File: src/rtl/arm_lsm_seq_if.sv
// rtl/arm_lsm_seq_if.sv - single-beat memory port between the LDM/STM sequencer and memory
interface arm_lsm_seq_if;
   logic        mem_req;
   logic        mem_we;
   logic [31:0] mem_addr;
   logic [31:0] mem_wdata;
   logic        mem_ack;
   logic [31:0] mem_rdata;

   modport master (
      output mem_req,
      output mem_we,
      output mem_addr,
      output mem_wdata,
      input  mem_ack,
      input  mem_rdata
   );

   modport slave (
      input  mem_req,
      input  mem_we,
      input  mem_addr,
      input  mem_wdata,
      output mem_ack,
      output mem_rdata
   );
endinterface

File: src/rtl/arm_lsm_seq.sv
// rtl/arm_lsm_seq.sv - LDM/STM sequencer over the register file and a single-beat memory port
module arm_lsm_seq (
   input  logic         clk,
   input  logic         rst_b,
   input  logic         start,
   input  logic [31:0]  inst,
   input  logic [31:0]  rn_out,
   input  logic [31:0]  reg_out,
   output logic [3:0]   reg_idx,
   output logic         reg_we,
   output logic [31:0]  reg_wdata,
   output logic         busy,
   output logic         done,
   arm_lsm_seq_if.master mem
);

   typedef enum logic [2:0] {ST_IDLE, ST_SETUP, ST_XFER, ST_WB, ST_DONE} state_t;

   state_t      state;
   logic        p_q, u_q, w_q, l_q;
   logic [3:0]  rn_idx_q;
   logic [31:0] base_q;
   logic [15:0] list_q;
   logic [31:0] wb_val_q;
   logic        wb_en_q;
   logic [31:0] addr_q;
   logic        req_q;
   logic        we_q;
   logic [3:0]  idx_q;
   logic        done_q;

   logic [4:0]  n;
   logic [31:0] n4;
   logic [31:0] first_addr;
   logic [15:0] list_next;
   logic        ack_ok;
   logic        unused_inst;

   function automatic logic [4:0] popcount16(input logic [15:0] v);
      logic [4:0] c;
      c = '0;
      for (int i = 0; i < 16; i++) c = c + {4'd0, v[i]};
      return c;
   endfunction

   function automatic logic [3:0] lowest16(input logic [15:0] v);
      logic [3:0] r;
      r = '0;
      for (int i = 15; i >= 0; i--) if (v[i]) r = 4'(i);
      return r;
   endfunction

   assign n         = popcount16(list_q);
   assign n4        = {25'd0, n, 2'b00};
   assign list_next = list_q & ~(16'd1 << idx_q);
   assign ack_ok    = req_q && mem.mem_ack;

   always_comb begin
      first_addr = base_q;
      case ({p_q, u_q})
         2'b01:   first_addr = base_q;
         2'b11:   first_addr = base_q + 32'd4;
         2'b00:   first_addr = base_q - n4 + 32'd4;
         default: first_addr = base_q - n4;
      endcase
   end

   always_ff @(posedge clk or negedge rst_b) begin
      if (!rst_b) begin
         state    <= ST_IDLE;
         p_q      <= 1'b0;
         u_q      <= 1'b0;
         w_q      <= 1'b0;
         l_q      <= 1'b0;
         rn_idx_q <= '0;
         base_q   <= '0;
         list_q   <= '0;
         wb_val_q <= '0;
         wb_en_q  <= 1'b0;
         addr_q   <= '0;
         req_q    <= 1'b0;
         we_q     <= 1'b0;
         idx_q    <= '0;
         done_q   <= 1'b0;
      end else begin
         case (state)
            ST_IDLE: begin
               done_q <= 1'b0;
               if (start) begin
                  p_q      <= inst[24];
                  u_q      <= inst[23];
                  w_q      <= inst[21];
                  l_q      <= inst[20];
                  rn_idx_q <= inst[19:16];
                  list_q   <= inst[15:0];
                  base_q   <= rn_out;
                  state    <= ST_SETUP;
               end
            end
            ST_SETUP: begin
               addr_q   <= first_addr;
               wb_val_q <= u_q ? (base_q + n4) : (base_q - n4);
               // a loaded base register takes precedence over writeback
               wb_en_q  <= w_q && !(l_q && list_q[rn_idx_q]);
               if (n == 5'd0) begin
                  state  <= ST_DONE;
                  done_q <= 1'b1;
               end else begin
                  state <= ST_XFER;
                  req_q <= 1'b1;
                  we_q  <= ~l_q;
                  idx_q <= lowest16(list_q);
               end
            end
            ST_XFER: begin
               if (ack_ok) begin
                  list_q <= list_next;
                  addr_q <= addr_q + 32'd4;
                  if (list_next == 16'd0) begin
                     req_q <= 1'b0;
                     we_q  <= 1'b0;
                     if (w_q) begin
                        state <= ST_WB;
                        idx_q <= rn_idx_q;
                     end else begin
                        state  <= ST_DONE;
                        done_q <= 1'b1;
                        idx_q  <= '0;
                     end
                  end else begin
                     idx_q <= lowest16(list_next);
                  end
               end
            end
            ST_WB: begin
               state  <= ST_DONE;
               done_q <= 1'b1;
               idx_q  <= '0;
            end
            ST_DONE: begin
               state  <= ST_IDLE;
               done_q <= 1'b0;
               addr_q <= '0;
            end
            default: state <= ST_IDLE;
         endcase
      end
   end

   assign reg_idx   = idx_q;
   assign reg_we    = (state == ST_XFER && l_q && ack_ok) || (state == ST_WB && wb_en_q);
   assign reg_wdata = (state == ST_WB) ? wb_val_q :
                      (state == ST_XFER && l_q) ? mem.mem_rdata : 32'd0;
   assign busy      = (state != ST_IDLE);
   assign done      = done_q;

   assign mem.mem_req   = req_q;
   assign mem.mem_we    = we_q;
   assign mem.mem_addr  = {addr_q[31:2], 2'b00};
   assign mem.mem_wdata = reg_out;

   assign unused_inst = &{1'b0, inst[31:25], inst[22]};

endmodule

File: src/flat_wrapper.sv
// flat-port wrapper written by rule: the top's interface ports become plain ports
module arm_lsm_seq_flat 
  (clk, rst_b, start, inst, rn_out, reg_out, reg_idx, reg_we, reg_wdata, busy, done, mem_mem_req, mem_mem_we, mem_mem_addr, mem_mem_wdata, mem_mem_ack, mem_mem_rdata);
  arm_lsm_seq_if mem_i ();
  input  logic clk;
  input  logic rst_b;
  input  logic start;
  input  logic [31:0] inst;
  input  logic [31:0] rn_out;
  input  logic [31:0] reg_out;
  output logic [3:0] reg_idx;
  output logic reg_we;
  output logic [31:0] reg_wdata;
  output logic busy;
  output logic done;
  output wire logic [$bits(mem_i.mem_req)-1:0] mem_mem_req;
  output wire logic [$bits(mem_i.mem_we)-1:0] mem_mem_we;
  output wire logic [$bits(mem_i.mem_addr)-1:0] mem_mem_addr;
  output wire logic [$bits(mem_i.mem_wdata)-1:0] mem_mem_wdata;
  input wire logic [$bits(mem_i.mem_ack)-1:0] mem_mem_ack;
  input wire logic [$bits(mem_i.mem_rdata)-1:0] mem_mem_rdata;
  assign mem_mem_req = mem_i.mem_req;
  assign mem_mem_we = mem_i.mem_we;
  assign mem_mem_addr = mem_i.mem_addr;
  assign mem_mem_wdata = mem_i.mem_wdata;
  assign mem_i.mem_ack = mem_mem_ack;
  assign mem_i.mem_rdata = mem_mem_rdata;
  arm_lsm_seq u_core (.clk(clk), .rst_b(rst_b), .start(start), .inst(inst), .rn_out(rn_out), .reg_out(reg_out), .reg_idx(reg_idx), .reg_we(reg_we), .reg_wdata(reg_wdata), .busy(busy), .done(done), .mem(mem_i));
endmodule
File: config.mk
export PLATFORM = sky130hd
export DESIGN_NAME = arm_lsm_seq_flat
export DESIGN_NICKNAME = d
export VERILOG_FILES = /design/src/rtl/arm_lsm_seq_if.sv /design/src/rtl/arm_lsm_seq.sv /design/src/flat_wrapper.sv
export SDC_FILE = /design/constraint.sdc
export NUM_CORES = 1
export LEC_CHECK = 0
export BUFFER_PORTS_ARGS = -buffer_cell sky130_fd_sc_hd__buf_4
export CAP_MARGIN = 20
export CORE_MARGIN = 2
export CORE_UTILIZATION = 51
export CTS_CLUSTER_DIAMETER = 30
export DETAILED_ROUTE_END_ITERATION = 6
export PLACE_DENSITY = 0.78
export SYNTH_ARGS = -nofsm -noshare
export SYNTH_HDL_FRONTEND = slang
export SYNTH_SLANG_ARGS = --single-unit
File: constraint.sdc
create_clock -name clk -period 7.07 [get_ports clk]
set_clock_uncertainty 0.05 [all_clocks]
set_input_delay 2.121 -clock clk [delete_from_list [all_inputs] [get_ports clk]]
set_output_delay 2.121 -clock clk [all_outputs]
set_load 0.01 [all_outputs]
# [Word level (Yosys, flattened, before mapping)]
# Index checks and enable logic that the tools add are counted.
[word_totals] elab_cells=143 in_bits=132 regBits=131 output_inout_bits=105
[op_classes] muxes=65 n_reduce_logical=26 bitwise=3 shifts=1 order_cmp=1 n_addsub=20 n_eq_ne=12
[op_table] operator="32-bit case mux with 3 select lines" n=2
[op_table] operator="4-bit two-way mux" n=36
[op_table] operator="32-bit two-way mux" n=4
[op_table] operator="32-bit by 3-bit adder with 32-bit output, second input constant" n=3
[op_table] operator="5-bit by 1-bit adder with 5-bit output" n=14
[op_table] operator="32-bit by 7-bit adder with 32-bit output" n=1
[op_table] operator="16-bit two-way mux" n=2
[op_table] operator="16-bit case mux with 2 select lines" n=1
[op_table] operator="32-bit by 7-bit subtractor with 32-bit output" n=1
[op_table] operator="16-bit bitwise AND" n=1
[op_table] operator="16-bit logical NOT" n=1
[op_table] operator="16-bit inverter" n=1
[op_table] operator="1-bit by 4-bit left shift with 16-bit output, first input constant" n=1
[op_table] operator="3-bit two-way mux" n=5
[op_table] operator="3-bit case mux with 4 select lines" n=1
[op_table] operator="4-bit case mux with 3 select lines" n=1
[op_table] operator="1-bit two-way mux" n=9
[op_table] operator="3-bit AND reduction" n=3
[op_table] operator="3-bit nonzero test" n=3
[op_table] operator="3-bit by 2-bit equality test with 1-bit output, second input constant" n=2
[op_table] operator="1-bit logical AND" n=6
[op_table] operator="2-bit by 1-bit != test with 1-bit output, second input constant" n=3
[op_table] operator="2-bit != test, second input constant" n=3
[op_table] operator="5-bit logical NOT" n=1
[op_table] operator="other kinds (20)" n=23

# [Logic depth before layout (Yosys ltp)]
[logic_depth] ltp_word=22 ltp_mapped=26 mapped_depth_nobuf=23

# [Least setup slack after synthesis]
# No wires, ideal clock.
[synth_path] path_kind="register to register" from="register u_core.list_q[0]" to="register u_core.addr_q[24]" setup_time_ns=0.120 path_slack_ns=-0.030 t_arrival_ns=6.930 required_ns=6.900 path_buffers=3 path_stages_with_launch=23 period_less_slack_ns=7.100 cell_sequence="dfrtp_1 > ha_1 > inv_1 > fa_1 > fa_1 > fa_1 > fa_1 > fa_1 > fa_1 > xor2_1 > inv_1 > ha_1 > buf_2 > nor2b_1 > o21a_1 > clkbuf_1 > or4_1 > a222oi_1 > nand2_1 > or4_1 > buf_2 > or4_1 > a31o_1"
[synth_via] elab_chain_len=19
[synth_lines] element="start: declaration" line_no="arm_lsm_seq.sv:23" source="logic [15:0] list_q;"
[synth_lines] element="start signal: assignment" line_no="arm_lsm_seq.sv:95" source="list_q <= inst[15:0];"
[synth_lines] element="start signal: assignment" line_no="arm_lsm_seq.sv:117" source="list_q <= list_next;"
[synth_lines] element="1-bit by 1-bit adder with 2-bit output *" line_no="arm_lsm_seq.sv:42" source="for (int i = 0; i < 16; i++) c = c + {4'd0, v[i]};"
[synth_lines] element="5-bit by 1-bit adder with 5-bit output * (14 in series)" line_no="arm_lsm_seq.sv:42"
[synth_lines] element="32-bit by 7-bit subtractor with 32-bit output *" line_no="arm_lsm_seq.sv:63, arm_lsm_seq.sv:64"
[synth_lines] element="32-bit by 3-bit adder with 32-bit output" line_no="arm_lsm_seq.sv:63" source="2'b00: first_addr = base_q - n4 + 32'd4;"
[synth_lines] element="32-bit case mux with 3 select lines *" line_no="arm_lsm_seq.sv:60" source="case ({p_q, u_q})"
[synth_lines] element="32-bit case mux with 3 select lines *" line_no="arm_lsm_seq.sv:86" source="case (state)"
[synth_lines] element="end signal: assignment" line_no="arm_lsm_seq.sv:101" source="addr_q <= first_addr;"
[synth_lines] element="end signal: assignment" line_no="arm_lsm_seq.sv:118" source="addr_q <= addr_q + 32'd4;"
[synth_lines] element="end: declaration" line_no="arm_lsm_seq.sv:26" source="logic [31:0] addr_q;"
# Mark *: on every way between the ends. The rest lies on a longest branch, timed or not.
# A chain may end at the register's enable or synchronous reset.

# [Worst setup path after layout]
[layout_path] from="register u_core.list_q[1]" to="register u_core.addr_q[24]"
# The elaborated chain is that of the path after synthesis.

==> summary.md <==
| Metric | Value |
|---|---|
| Starting Density | `0.5156` |
| Switching share of power | `0.3490` |
| CP Class | `register to register` |
| Post-DRT Antenna Nets | `0` |
| Avg WL per Cell | `20.74 um` |
| Max cap viols | `0` |
| Core Footprint | `21620 sq um` |
| First-pass GRT wire length | `59.77 mm` |
| Die area | `23060 sq um` |
| R2R Path Start | `u_core.list_q[1]$_DFFE_PN0P_` |
| Layout area overhead | `25.65%` |
| Switch Pwr | `0.0009813 W` |
| Internal | `0.001830 W` |
| Layout Nets | `1739` |
| Clock power share | `0.344` |
| Hold Crit Class | `register to register` |
| Setup violators final | `0` |
| GPL Wtd Cong | `0.9632` |
| Clk sinks | `129` |
| Most common cell after layout, fill and taps aside | `buf_4` |
| Slew headroom | `0.4055` |
| Total Wirelength | `38.70 mm` |
| I/O Buffers | `162` |
| Die height | `151.9 um` |
| ANT cells | `0` |
| Row cnt | `54` |
| Post-synth EDFFs | `0` |
| Clock Path Buffers | `2` |
| CP max FO | `5` |
| GRT Total Usage | `0.3180` |
| DRC | `0` |
| Post-synth top area share | `0.2896` |
| Iter 0 DRT Violations | `1105` |
| R2R setup slack | `0.07 ns` |
| P_leak | `5.898 nW` |
| Final Cell Area | `14010 sq um` |
| Post-DP HPWL | `27.79 mm` |
| CP Data Required Time | `7.35 ns` |
| Unrepaired setup endpoints after global routing | `yes` |
| H-tree Lvls | `4` |
| Antenna violations before repair | `0` |
| PwrDens | `200.7 nW/um^2` |
| Layout Utilization | `0.6479` |
| Die W | `151.9 um` |
| Synthesized area | `11150 sq um` |
| Root Buffer Master | `clkbuf_16` |
| Placed cell area | `12790 sq um` |
| Via count | `12070` |
| Crit share post-route | `0.9900` |
| Post-synthesis cell type count | `77` |
| Number of global-route vias before repair | `11290` |
| Highest-count cells in the layout ignoring fill and taps | `275 x buf_4, 149 x nand2_1, 137 x o21ai_0` |
| Peak Freq | `0.1429 GHz` |
| Drt pass-1 iters | `6` |
| Largest area contributor in the netlist | `dfrtp_1` |
| Worst-Margin Slew | `0.8836 ns` |
| Power Total | `0.002811 W` |
| CTS clock-pin slew for the worst setup and hold paths | `0.06 ns` |
| Via density per instance | `6.471` |
| Slew Viols, Final | `0` |
| Top area cells in the synthesized netlist | `dfrtp_1 29%, o21ai_0 6.2%, nand2_1 5.2%, a22o_1 3.5%, a21oi_1 3.3%` |
| Sequential cell fraction of total power | `0.284` |
| Filler cell count in the final layout | `1885` |
| Startpoint of the worst hold path | `u_core.base_q[0]$_DFFE_PN0P_` |
| Setup crit start | `u_core.list_q[1]$_DFFE_PN0P_` |
| Pin count of the biggest net entering global routing | `65` |
| Seq/Total Area, Yosys | `0.2896` |
| Post-Syn Instances | `1407` |
| TritonCTS clock tree | `yes` |
| Layout cells sized above 1 | `0.2667` |
| Max VDD drop | `0.0002242 V` |
| Post-synth top flop | `dfrtp_1` |
| Syn avg cell area | `7.923 sq um` |
| Hold Vio Cnt, Final | `0` |
| Clock latency on the worst-skew pair | `0.44 ns` |
| Syn. warnings | `0` |
| Arrival @ worst endpoint | `7.28 ns` |
| GRT overflow | `0` |
| Crit path capture type | `register` |
| Fraction of registers with async set/reset | `1.000` |
| Comb pwr share | `0.372` |
| Period minus WS final | `7.000 ns` |
| Status | `finished clean` |
| TritonCTS Buffers | `17` |
| Synth Register Bits | `129` |
| Crit start category | `register` |
| Num ports | `237` |
==> power by group through the flow <==
stage	Clock (W)	Combinational, W	Sequential, W
finish	0.000966	0.00105	0.000799
global route	0.00100	0.00112	0.000802
CTS	0.000972	0.000885	0.000796
detailed placement	0	0.000872	0.000809
global placement	0	0.000847	0.000808
floorplan	0	0.000580	0.000782
==> metrics by stage <==
| stage | instances | setup slack, ns | hold slack [ns] | TNS, ns |
|---|---|---|---|---|
| 6_report | 1866 | 0.07037 | 0.4298 | 0 |
| 5_1_grt | 1866 | -0.1207 | 0.4499 | -0.6992 |
| 4_1_cts | 1839 | 0.02775 | 0.4345 | 0 |
| 3_5_place_dp | 1806 | -0.08291 | 0.4215 | -0.2863 |
| 3_3_place_gp | 1804 | 0.006606 | 0.4046 | 0 |
| 2_1_floorplan | 1408 | 0.04439 | 0.3848 | 0 |
==> cells by family after synthesis <==
family | count (synthesis) | synth area share
AO/OA/AOI/OAI | 419 | 0.2449
XOR/XNOR | 74 | 0.05814
adder cells (fa/ha/maj) | 33 | 0.04512
buffers and inverters | 187 | 0.07508
flip-flops | 129 | 0.2896
multiplexers | 42 | 0.04691
other | 1 | 0.0003364
AND/OR/NAND/NOR | 522 | 0.2400
==> state kept, by name, indices dropped and copies added (netlist names) <==
| signal | flops |
|---|---|
| u_core.base_q | 32 |
| u_core.wb_val_q | 32 |
| u_core.addr_q | 30 |
| u_core.list_q | 16 |
| u_core.reg_idx | 4 |
| u_core.rn_idx_q | 4 |
| u_core.state | 3 |
| u_core.done | 1 |
| u_core.l_q | 1 |
| u_core.mem.mem_req | 1 |
| u_core.mem.mem_we | 1 |
| u_core.p_q | 1 |
| u_core.u_q | 1 |
| u_core.w_q | 1 |
| u_core.wb_en_q | 1 |
==> layer usage <==
metal  wire (um)  up-vias  share of wire  GRT usage
met5           0        -              0          0
met2       18740      620           0.48     0.5358
li1            -     5494              -          -
met1       15190     5825           0.39     0.4047
met4        1904        0          0.049     0.1357
met3        2860      135          0.074    0.05391
==> cells in the mapped netlist (all sizes together) (15+ instances only) <==
master  instances
nand2         153
o21ai         141
dfrtp         129
clkbuf         95
nor2           86
a21oi          73
inv            49
nor3           45
a22o           44
nor4           44
buf            42
xnor2          38
xor2           36
nand3          35
mux2           32
nand4          24
and3           23
ha             21
or3            21
or4            20
o31ai          18
a31oi          16
a211oi         15
nand2b         15
nor2b          15
==> worst max-delay path, cell delays in order (launching register included) <==
cell and delay (ns):
dfrtp_1 0.39, ha_1 0.29, inv_2 0.04, fa_1 0.57, fa_1 0.43, fa_1 0.52, fa_1 0.45, fa_2 0.40
buf_4 0.15, inv_1 0.04, a21o_1 0.11, a21oi_2 0.07, xnor2_2 0.23, buf_4 0.16, ha_4 0.22, buf_6 0.13
or4_4 0.60, and3_4 0.22, a211o_1 0.30, mux2i_2 0.23, nor2_2 0.08, or4_4 0.58, or4_1 0.41, a31o_1 0.21
==> area by class of cell <==
class / instances / area [sq um] / area share
multi-input cells: 1092 / 7406 / 0.5287
flip-flops and latches: 129 / 3228 / 0.2305
repair buffers: 284 / 2207 / 0.1576
clock buffers: 19 / 442.9 / 0.03162
well taps: 280 / 350.3 / 0.02501
inverters: 50 / 190.2 / 0.01358
clock inverters: 12 / 182.7 / 0.01304
==> path summary, 6_finish.rpt <==
check | end | depth (start not counted)
setup / recovery | u_core.addr_q[24]$_DFFE_PN0P_ | 23
hold / removal | u_core.wb_val_q[0]$_DFFE_PN0P_ | 2
setup reg to reg | u_core.addr_q[24]$_DFFE_PN0P_ | 23
hold reg to reg | u_core.wb_val_q[0]$_DFFE_PN0P_ | 2
max in group asynchronous | u_core.addr_q[9]$_DFFE_PN0P_ | 2
min in group asynchronous | u_core.wb_val_q[23]$_DFFE_PN0P_ | 1
==> timing repair <==
action	4_1_cts	5_1_grt
setup buffers	2	25
hold buffers	0	0
pin swaps	1	29
endpoints found under the setup margin	6	19
gates resized for setup	7	63
Power figures use the tool's default switching activity.
